$ cat src/rtl/reset_seq_pkg.sv
// Shared types and default timing constants for the reset sequencer.
package reset_seq_pkg;

  typedef enum logic [1:0] {
    HOLD,
    WAIT_DONE,
    GAP,
    RUNNING
  } rseq_state_t;

  localparam int RSEQ_INIT_HOLD    = 15;
  localparam int RSEQ_STAGE_GAP    = 4;
  localparam int RSEQ_DONE_TIMEOUT = 1024;

endpackage

$ cat src/rtl/reset_countdown.sv
// Saturating down-counter shared by the hold, gap and timeout phases.
// A load takes priority over a decrement; the count stops at zero.
module reset_countdown #(
  parameter int COUNT_WIDTH = 16,
  parameter int RESET_VALUE = 0
) (
  input  logic                   clk,
  input  logic                   reset,
  input  logic                   load,
  input  logic [COUNT_WIDTH-1:0] load_value,
  input  logic                   dec_en,
  output logic                   zero
);

  logic [COUNT_WIDTH-1:0] count_q;
  logic [COUNT_WIDTH-1:0] count_d;

  // next count: load wins, otherwise decrement without wrapping below zero
  always_comb begin
    count_d = count_q;
    if (load) begin
      count_d = load_value;
    end else if (dec_en && (count_q != '0)) begin
      count_d = count_q - COUNT_WIDTH'(1);
    end
  end

  // count register, restarts at the hold length
  always_ff @(posedge clk) begin
    if (reset) begin
      count_q <= COUNT_WIDTH'(RESET_VALUE);
    end else begin
      count_q <= count_d;
    end
  end

  assign zero = (count_q == '0);

endmodule

$ cat src/rtl/reset_sequencer.sv
// Ordered release of NUM_STAGES reset domains. Stage 0 leaves reset after
// an initial hold; each later stage waits for the previous stage's done
// (or a timeout) plus a fixed gap. A soft reset restarts the sequence but
// keeps the sticky timeout flag.
module reset_sequencer
  import reset_seq_pkg::*;
#(
  parameter int  NUM_STAGES   = 4,
  parameter int  COUNT_WIDTH  = 16,
  parameter int  INIT_HOLD    = RSEQ_INIT_HOLD,
  parameter int  STAGE_GAP    = RSEQ_STAGE_GAP,
  parameter int  DONE_TIMEOUT = RSEQ_DONE_TIMEOUT,
  localparam int CS_W         = $clog2(NUM_STAGES + 1)
) (
  input  logic                  clk,
  input  logic                  reset,
  input  logic                  soft_reset_req,
  input  logic [NUM_STAGES-1:0] stage_done,
  output logic [NUM_STAGES-1:0] stage_reset,
  output logic                  all_released,
  output logic [CS_W-1:0]       current_stage,
  output logic                  timeout_error
);

  localparam logic [COUNT_WIDTH-1:0] HOLD_LOAD    = COUNT_WIDTH'(INIT_HOLD);
  localparam logic [COUNT_WIDTH-1:0] GAP_LOAD     = COUNT_WIDTH'(STAGE_GAP);
  localparam logic [COUNT_WIDTH-1:0] TIMEOUT_LOAD = COUNT_WIDTH'(DONE_TIMEOUT);
  localparam logic [CS_W-1:0]        LAST_STAGE   = CS_W'(NUM_STAGES - 1);
  localparam logic [CS_W-1:0]        RUN_INDEX    = CS_W'(NUM_STAGES);

  // reject parameter sets the counter cannot represent
  if (NUM_STAGES < 1) begin : g_bad_num_stages
    $error("reset_sequencer: NUM_STAGES must be >= 1");
  end
  if (INIT_HOLD < 0 || (longint'(INIT_HOLD) >> COUNT_WIDTH) != 0) begin : g_bad_init_hold
    $error("reset_sequencer: INIT_HOLD does not fit COUNT_WIDTH");
  end
  if (STAGE_GAP < 0 || (longint'(STAGE_GAP) >> COUNT_WIDTH) != 0) begin : g_bad_stage_gap
    $error("reset_sequencer: STAGE_GAP does not fit COUNT_WIDTH");
  end
  if (DONE_TIMEOUT < 0 || (longint'(DONE_TIMEOUT) >> COUNT_WIDTH) != 0) begin : g_bad_timeout
    $error("reset_sequencer: DONE_TIMEOUT does not fit COUNT_WIDTH");
  end

  rseq_state_t            state_q, state_d;
  logic [NUM_STAGES-1:0]  stage_reset_q, stage_reset_d;
  logic                   all_released_q, all_released_d;
  logic [CS_W-1:0]        current_stage_q, current_stage_d;
  logic                   timeout_error_q, timeout_error_d;

  logic                   cnt_load;
  logic [COUNT_WIDTH-1:0] cnt_load_value;
  logic                   cnt_dec;
  logic                   cnt_zero;
  logic                   done_sel;

  reset_countdown #(
    .COUNT_WIDTH (COUNT_WIDTH),
    .RESET_VALUE (INIT_HOLD)
  ) u_countdown (
    .clk        (clk),
    .reset      (reset),
    .load       (cnt_load),
    .load_value (cnt_load_value),
    .dec_en     (cnt_dec),
    .zero       (cnt_zero)
  );

  // only the done of the stage currently being waited on matters
  always_comb begin
    done_sel = 1'b0;
    for (int i = 0; i < NUM_STAGES; i++) begin
      if (current_stage_q == CS_W'(i)) begin
        done_sel = stage_done[i];
      end
    end
  end

  // next state, counter control and output updates
  always_comb begin
    state_d         = state_q;
    stage_reset_d   = stage_reset_q;
    all_released_d  = all_released_q;
    current_stage_d = current_stage_q;
    timeout_error_d = timeout_error_q;
    cnt_load        = 1'b0;
    cnt_load_value  = '0;
    cnt_dec         = 1'b0;

    unique case (state_q)
      HOLD: begin
        if (cnt_zero) begin
          stage_reset_d[0] = 1'b0;
          state_d          = WAIT_DONE;
          cnt_load         = 1'b1;
          cnt_load_value   = TIMEOUT_LOAD;
        end else begin
          cnt_dec = 1'b1;
        end
      end
      WAIT_DONE: begin
        // a zero timeout leaves the counter at zero, so the stage exits after one cycle
        if (done_sel || cnt_zero) begin
          if (!done_sel && (DONE_TIMEOUT != 0)) begin
            timeout_error_d = 1'b1;
          end
          if (current_stage_q == LAST_STAGE) begin
            state_d         = RUNNING;
            all_released_d  = 1'b1;
            current_stage_d = RUN_INDEX;
          end else begin
            state_d        = GAP;
            cnt_load       = 1'b1;
            cnt_load_value = GAP_LOAD;
          end
        end else begin
          cnt_dec = 1'b1;
        end
      end
      GAP: begin
        if (cnt_zero) begin
          for (int i = 1; i < NUM_STAGES; i++) begin
            if (current_stage_q == CS_W'(i - 1)) begin
              stage_reset_d[i] = 1'b0;
            end
          end
          current_stage_d = current_stage_q + CS_W'(1);
          state_d         = WAIT_DONE;
          cnt_load        = 1'b1;
          cnt_load_value  = TIMEOUT_LOAD;
        end else begin
          cnt_dec = 1'b1;
        end
      end
      RUNNING: begin
      end
      default: begin
        state_d = HOLD;
      end
    endcase

    // soft reset overrides everything above, including a done seen this cycle
    if (soft_reset_req) begin
      state_d         = HOLD;
      stage_reset_d   = '1;
      all_released_d  = 1'b0;
      current_stage_d = '0;
      timeout_error_d = timeout_error_q;
      cnt_load        = 1'b1;
      cnt_load_value  = HOLD_LOAD;
      cnt_dec         = 1'b0;
    end
  end

  // state and output registers
  always_ff @(posedge clk) begin
    if (reset) begin
      state_q         <= HOLD;
      stage_reset_q   <= '1;
      all_released_q  <= 1'b0;
      current_stage_q <= '0;
      timeout_error_q <= 1'b0;
    end else begin
      state_q         <= state_d;
      stage_reset_q   <= stage_reset_d;
      all_released_q  <= all_released_d;
      current_stage_q <= current_stage_d;
      timeout_error_q <= timeout_error_d;
    end
  end

  assign stage_reset   = stage_reset_q;
  assign all_released  = all_released_q;
  assign current_stage = current_stage_q;
  assign timeout_error = timeout_error_q;

endmodule

$ cat config.mk
export PLATFORM = sky130hd
export DESIGN_NAME = reset_sequencer
export DESIGN_NICKNAME = d
export VERILOG_FILES = /design/src/rtl/reset_seq_pkg.sv /design/src/rtl/reset_countdown.sv /design/src/rtl/reset_sequencer.sv
export SDC_FILE = /design/constraint.sdc
export NUM_CORES = 1
export LEC_CHECK = 0
export BUFFER_PORTS_ARGS = -buffer_cell sky130_fd_sc_hd__buf_2
export CORE_MARGIN = 3
export CORE_UTILIZATION = 57
export DETAILED_ROUTE_END_ITERATION = 7
export GPL_TIMING_DRIVEN = 0
export PLACE_DENSITY = 0.86
export SLEW_MARGIN = 15
export SYNTH_ARGS = -nofsm -noshare
export SYNTH_HDL_FRONTEND = slang
export SYNTH_SLANG_ARGS = --single-unit
$ cat constraint.sdc
create_clock -name clk -period 2.85 [get_ports clk]
set_clock_uncertainty 0.2 [all_clocks]
set_input_delay 0.57 -clock clk [delete_from_list [all_inputs] [get_ports clk]]
set_output_delay 0.57 -clock clk [all_outputs]
set_load 0.005 [all_outputs]
# Yosys cells after proc, flatten, opt, wreduce, memory -nomap -nowiden
# Cells that the tools add are included.
[classes] add_sub_neg=2 eq_ne=9 mux=28 n_bitwise=2 n_reduce_logical=19
[op_table] cell="16-bit 2-to-1 mux" count=3
[op_table] cell="11-bit one-hot mux with 2 select lines" count=1
[op_table] cell="16-bit logical NOT" count=1
[op_table] cell="16-bit nonzero test" count=1
[op_table] cell="16-bit by 1-bit subtractor with 16-bit output, second input constant" count=1
[op_table] cell="3-bit 2-to-1 mux" count=5
[op_table] cell="3-bit AND reduction" count=5
[op_table] cell="1-bit 2-to-1 mux" count=12
[op_table] cell="11-bit 2-to-1 mux" count=1
[op_table] cell="4-bit AND reduction" count=2
[op_table] cell="3-bit by 2-bit == test with 1-bit output, second input constant" count=2
[op_table] cell="2-bit != test, second input constant" count=3
[op_table] cell="3-bit one-hot mux with 2 select lines" count=1
[op_table] cell="2-bit nonzero test" count=3
[op_table] cell="2-bit 2-to-1 mux" count=2
[op_table] cell="1-bit one-hot mux with 2 select lines" count=2
[op_table] cell="2-bit one-hot mux with 2 select lines" count=1
[op_table] cell="2-bit OR reduction" count=2
[op_table] cell="3-bit by 1-bit adder with 3-bit output, second input constant" count=1
[op_table] cell="3-bit by 1-bit == test with 1-bit output, second input constant" count=1
[op_table] cell="3-bit logical NOT" count=1
[op_table] cell="2-bit by 1-bit == test with 1-bit output, second input constant" count=1
[op_table] cell="2-bit == test, second input constant" count=1
[op_table] cell="2-bit logical NOT" count=1
[op_table] cell="other kinds (5)" count=6
[totals] register_bits=27 out_inout_bits=9

# Logic depth before layout (Yosys ltp)
[logic_depth] word_depth=12 depth_mapped=10

# Cells and area by module
# From an unflattened synthesis, not the netlist that was laid out.
[unflattened] hier_cells=203 hier_area_um2=1724.2
[modules_own_cells] module="reset_countdown" instances=1 cells_each=127 area_per_inst_um2=1082.3 seq_area_each_um2=320.3
[modules_own_cells] module="reset_sequencer" instances=1 cells_each=76 area_per_inst_um2=641.9 seq_area_each_um2=220.2

# Least setup slack after synthesis
# OpenSTA, ideal clock, no wires.
[synth_timing] kind="register to register" from="register current_stage_q[0] (netlist: current_stage[0])" to="register u_countdown.count_q[1]" setup_time_ps=69 arrival_time_ps=1921 required_time_ps=2581 slack_ps=660 path_stages_with_launch=10 path_buffers=1 cell_sequence="dfxtp_1 inv_1 ha_1 nor2b_1 a2111oi_0 o21ai_1 and2_4 buf_6 a21o_1 o21ai_1"
[synth_between] elab_chain_len=11 word_cells_on_any_way=22 classes_between="eq/ne (3); mux (15); reduce/logical (4)"
[synth_rtl] element="from (decl)" line_no="reset_sequencer.sv:48" text="logic [CS_W-1:0] current_stage_q, current_stage_d;"
[synth_rtl] element="from (signal assigned)" line_no="reset_sequencer.sv:167" text="current_stage_q <= current_stage_d;"
[synth_rtl] element="3-bit logical NOT" line_no="reset_sequencer.sv:73" text="if (current_stage_q == CS_W'(i)) begin"
[synth_rtl] element="1-bit 2-to-1 mux (4 in series)" line_no="reset_sequencer.sv:73"
[synth_rtl] element="1-bit logical OR" line_no="reset_sequencer.sv:103" text="if (done_sel || cnt_zero) begin"
[synth_rtl] element="1-bit 2-to-1 mux" line_no="reset_sequencer.sv:103"
[synth_rtl] element="1-bit one-hot mux with 2 select lines" line_no="reset_sequencer.sv:90" text="unique case (state_q)"
[synth_rtl] element="1-bit 2-to-1 mux" line_no="reset_sequencer.sv:143" text="if (soft_reset_req) begin"
[synth_rtl] element="1-bit logical AND" line_no="reset_countdown.sv:23" text="end else if (dec_en && (count_q != '0)) begin"
[synth_rtl] element="2-bit nonzero test (no line)"
[synth_rtl] element="to (signal assigned)" line_no="reset_countdown.sv:31" text="count_q <= COUNT_WIDTH'(RESET_VALUE);"
[synth_rtl] element="to (signal assigned)" line_no="reset_countdown.sv:33" text="count_q <= count_d;"
[synth_rtl] element="to (decl)" line_no="reset_countdown.sv:15" text="logic [COUNT_WIDTH-1:0] count_q;"
# Parallel ways exist; a longest one is shown, timed or not.
# A chain may end at the register's enable or synchronous reset.

# Worst setup path in the final report
[layout_timing] from="register current_stage_q[0] (netlist: current_stage[0])" to="register u_countdown.count_q[3]"
# The elaborated chain is that of the path after synthesis.

==> impl_metrics.yaml <==
synth:
  synth_compound_area_share_pct: 15.4
  ys_async_sr_fraction_pct: 0
  syn_area_per_cell_um2: 9.03
  synth_area_leaders: "dfxtp_1 36%, ha_1 5.8%, nor2_1 5.7%"
  yosys_register_bits: 27
  synthCells: 168
  yosysSeqAreaShare_pct: 35.6
  synth_top_family_by_area: "simple AND/OR/NAND/NOR gates"
  ys_warn_count: 0
  synth.area.mux_share_pct: 0.660
  synthAdderAreaFrac_pct: 5.78
  synth-simple-area-share_pct: 29.0
  synth-edff-count: 0
  synth_ff_type: "dfxtp_1"
  synth_xor_area_share_pct: 6.35
  ys_types: 45
  synth_top_area_share_pct: 35.6
  syn_nets: 182
  yosys.area.top_type: "dfxtp_1"
  synthesis.area_um2: 1520
floorplanning:
  die_x_um: 57.6
  rows: 18
  io_pins: 16
  chipHeight_um: 57.6
  start_util_pct: 60.7
  fp.coreArea_um2: 2500
  dieArea_um2: 3320
layout:
  final_common_cell: "dfxtp_1"
  final_area_um2: 1650
  nets: 201
  areaGrowthSynthToFinish_pct: 8.83
  stdcell_count: 216
  diodes: 0
  drive_gt1_share_pct: 19.9
  final_cell_mix: "27 x dfxtp_1, 23 x nor2_1, 15 x buf_2"
cts:
  root_buffer: "clkbuf_4"
  postCtsHoldBufs: 0
  cts_tree: "yes"
  cts-htree-levels: 1
  insertion_delay_ns: 0.32
  clkTransAtPathRegs_ns: 0.14
  cts_sinks: 27
  cts_resized: 0
  clockBufferDepth: 2
  post-cts-setup-buffers: 0
  cts_buffers: 3
worst_setup_path:
  regToRegSetupSlack_ns: 0.36
  crit_path_end: "u_countdown.count_q[3]$_SDFFE_PP1P_"
  r2r-end: "u_countdown.count_q[3]$_SDFFE_PP1P_"
  slowest_stage: "dfxtp_1"
  criticalPathCategory: "reg -> reg"
  cp_slowest_stage_delay_ns: 0.44
  critPathCaptureType: "flop"
  startpoint_type: "flop"
  reg2reg_depth: 9
  cp_max_fo: 8
  crit_path_cell_trace: "inv_1, ha_1, nor2b_1, a2111oi_0, o21ai_1, and2_4, buf_6, a21oi_1, a22oi_1"
  cp.arrival_ns: 2.50
  startpoint: "current_stage[0]$_SDFFE_PP0P_"
  reg2reg_from: "current_stage[0]$_SDFFE_PP0P_"
  crit_required_ns: 2.85
timing:
  worst_pin_slew_ns: 0.574
  slew_headroom_pct: 61.5
  maxSlewViolCount: 0
  finalSetupViolCount: 0
  fmax_mhz: 401
  grt_setup_unrepaired: "false"
  setup-tns-final_ns: 0
  postLayoutSetupSlackWorst_ns: 0.356
  layout_min_cycle_time_ns: 2.49
  fin_crit_sh_pct: 87.5
  hold_violations: 0
placement:
  placed_area_um2: 1620
  placed_cells: 212
  dp_hpwl_mm: 2.31
  gp_congestion: 0.800
  port_buffers: 14
  dp_slack_ns: 0.386
outcome:
  outcome: "complete, no violations"
grt:
  grt_usage_pct: 19.7
  grt_pass1_wl_mm: 5.20
  grt_overflow: 0
  grt_pass1_vias: 1211
  antenna_found_initial: 0
  grt_max_degree: 15
worst_hold_path:
  min_path_type: "reg -> reg"
run:
  drv_cap: 0
power:
  ir_drop_mv: 0.237
  power.leakage_nw: 0.641
  p_total_mw: 0.575
  power.density_nw_per_um2: 349
routing:
  drtAntennaViolNets: 0
  drt_iter0_drc: 40
  via_per_inst: 5.85
  vias: 1264
  dr.pass1.iters: 4
  finalWirelength_mm: 2.99
  post_drt_wl_per_cell_um: 13.9
  drc: 0
==> cells in the mapped netlist, types with 2 or more instances <==
cell type   n
a211oi_2    3
a21o_1      4
a21oi_1     9
a22oi_1     2
and2_1      3
and2_4      2
buf_6       4
dfxtp_1    27
ha_1        7
inv_1      11
nand2_1     9
nand2b_1    2
nand3_1     4
nand3b_1    2
nand4_1     2
nand4b_1    3
nor2_1     23
nor2b_1     2
nor3_1      5
nor4_1      2
nor4_4      2
o21ai_0     5
o21ai_1     3
o31ai_1     2
xnor2_1     4
xor2_1      7
==> how the worst min path moves through the flow <==
stage	from	endpoint	slack, ns	cells after the start
3_3_place_gp	stage_reset[1]$_SDFFE_PP1P_	stage_reset[1]$_SDFFE_PP1P_	0.23	1
4_1_cts	reset	u_countdown.count_q[10]$_SDFFE_PP0P_	0.25	2
3_5_place_dp	timeout_error$_SDFFE_PP0P_	timeout_error$_SDFFE_PP0P_	0.24	2
2_1_floorplan	timeout_error$_SDFFE_PP0P_	timeout_error$_SDFFE_PP0P_	0.24	2
5_1_grt	reset	timeout_error$_SDFFE_PP0P_	0.26	2
6_report	timeout_error$_SDFFE_PP0P_	timeout_error$_SDFFE_PP0P_	0.25	2
==> sequential cells by signal, indices dropped and copies added, names as in the netlist <==
| signal | cells |
|---|---|
| state_q | 2 |
| stage_reset | 4 |
| u_countdown.count_q | 16 |
| all_released | 1 |
| current_stage | 3 |
| timeout_error | 1 |
==> worst max-delay path: cells and delay by family (launching register included) <==
family,cells,cell delay (ns)
fa+ha+maj,1,0.23
flops,1,0.44
compound gates,4,0.94
buf+inv,2,0.21
simple gates,2,0.37
==> kinds of logic (layout without fill, tap and decap cells) <==
kind of cell	count (synthesis)	in the layout
compound gates	34	34
simple gates	70	70
flops	27	27
xor+xnor	11	11
fa+ha+maj	7	7
buf+inv	18	36
mux	1	1
==> metrics by stage <==
step | hold slack (ns) | utilization (%)
after CTS | 0.254 | 66.0
after global routing | 0.257 | 66.0
after detailed placement | 0.236 | 65.0
after floorplan | 0.236 | -
final | 0.254 | 66.0
after global placement | 0.231 | 65.0
==> area by class of cell <==
class | instances | area (µm²)
multi-input cells | 123 | 867
clock buffers | 4 | 26.3
fillers | 205 | 850
well taps | 30 | 37.5
inverters | 11 | 41.3
repair buffers | 14 | 70.1
flip-flops and latches | 27 | 541
plain buffers | 7 | 67.6
==> report_power, final <==
part | internal, mW | switching [mW] | total (mW)
combinational | 0.0146 | 0.0186 | 0.0332
sequential | 0.379 | 0.00121 | 0.380
clock | 0.0548 | 0.108 | 0.162
==> per-layer routing <==
metal / share of wire (%) / track usage [%]
met1: 42 / 23.1
met3: 4.2 / 4.30
met2: 52 / 35.5
met4: 1.6 / 6.29
met5: 0 / 0
(Power assumes the default switching activity.)
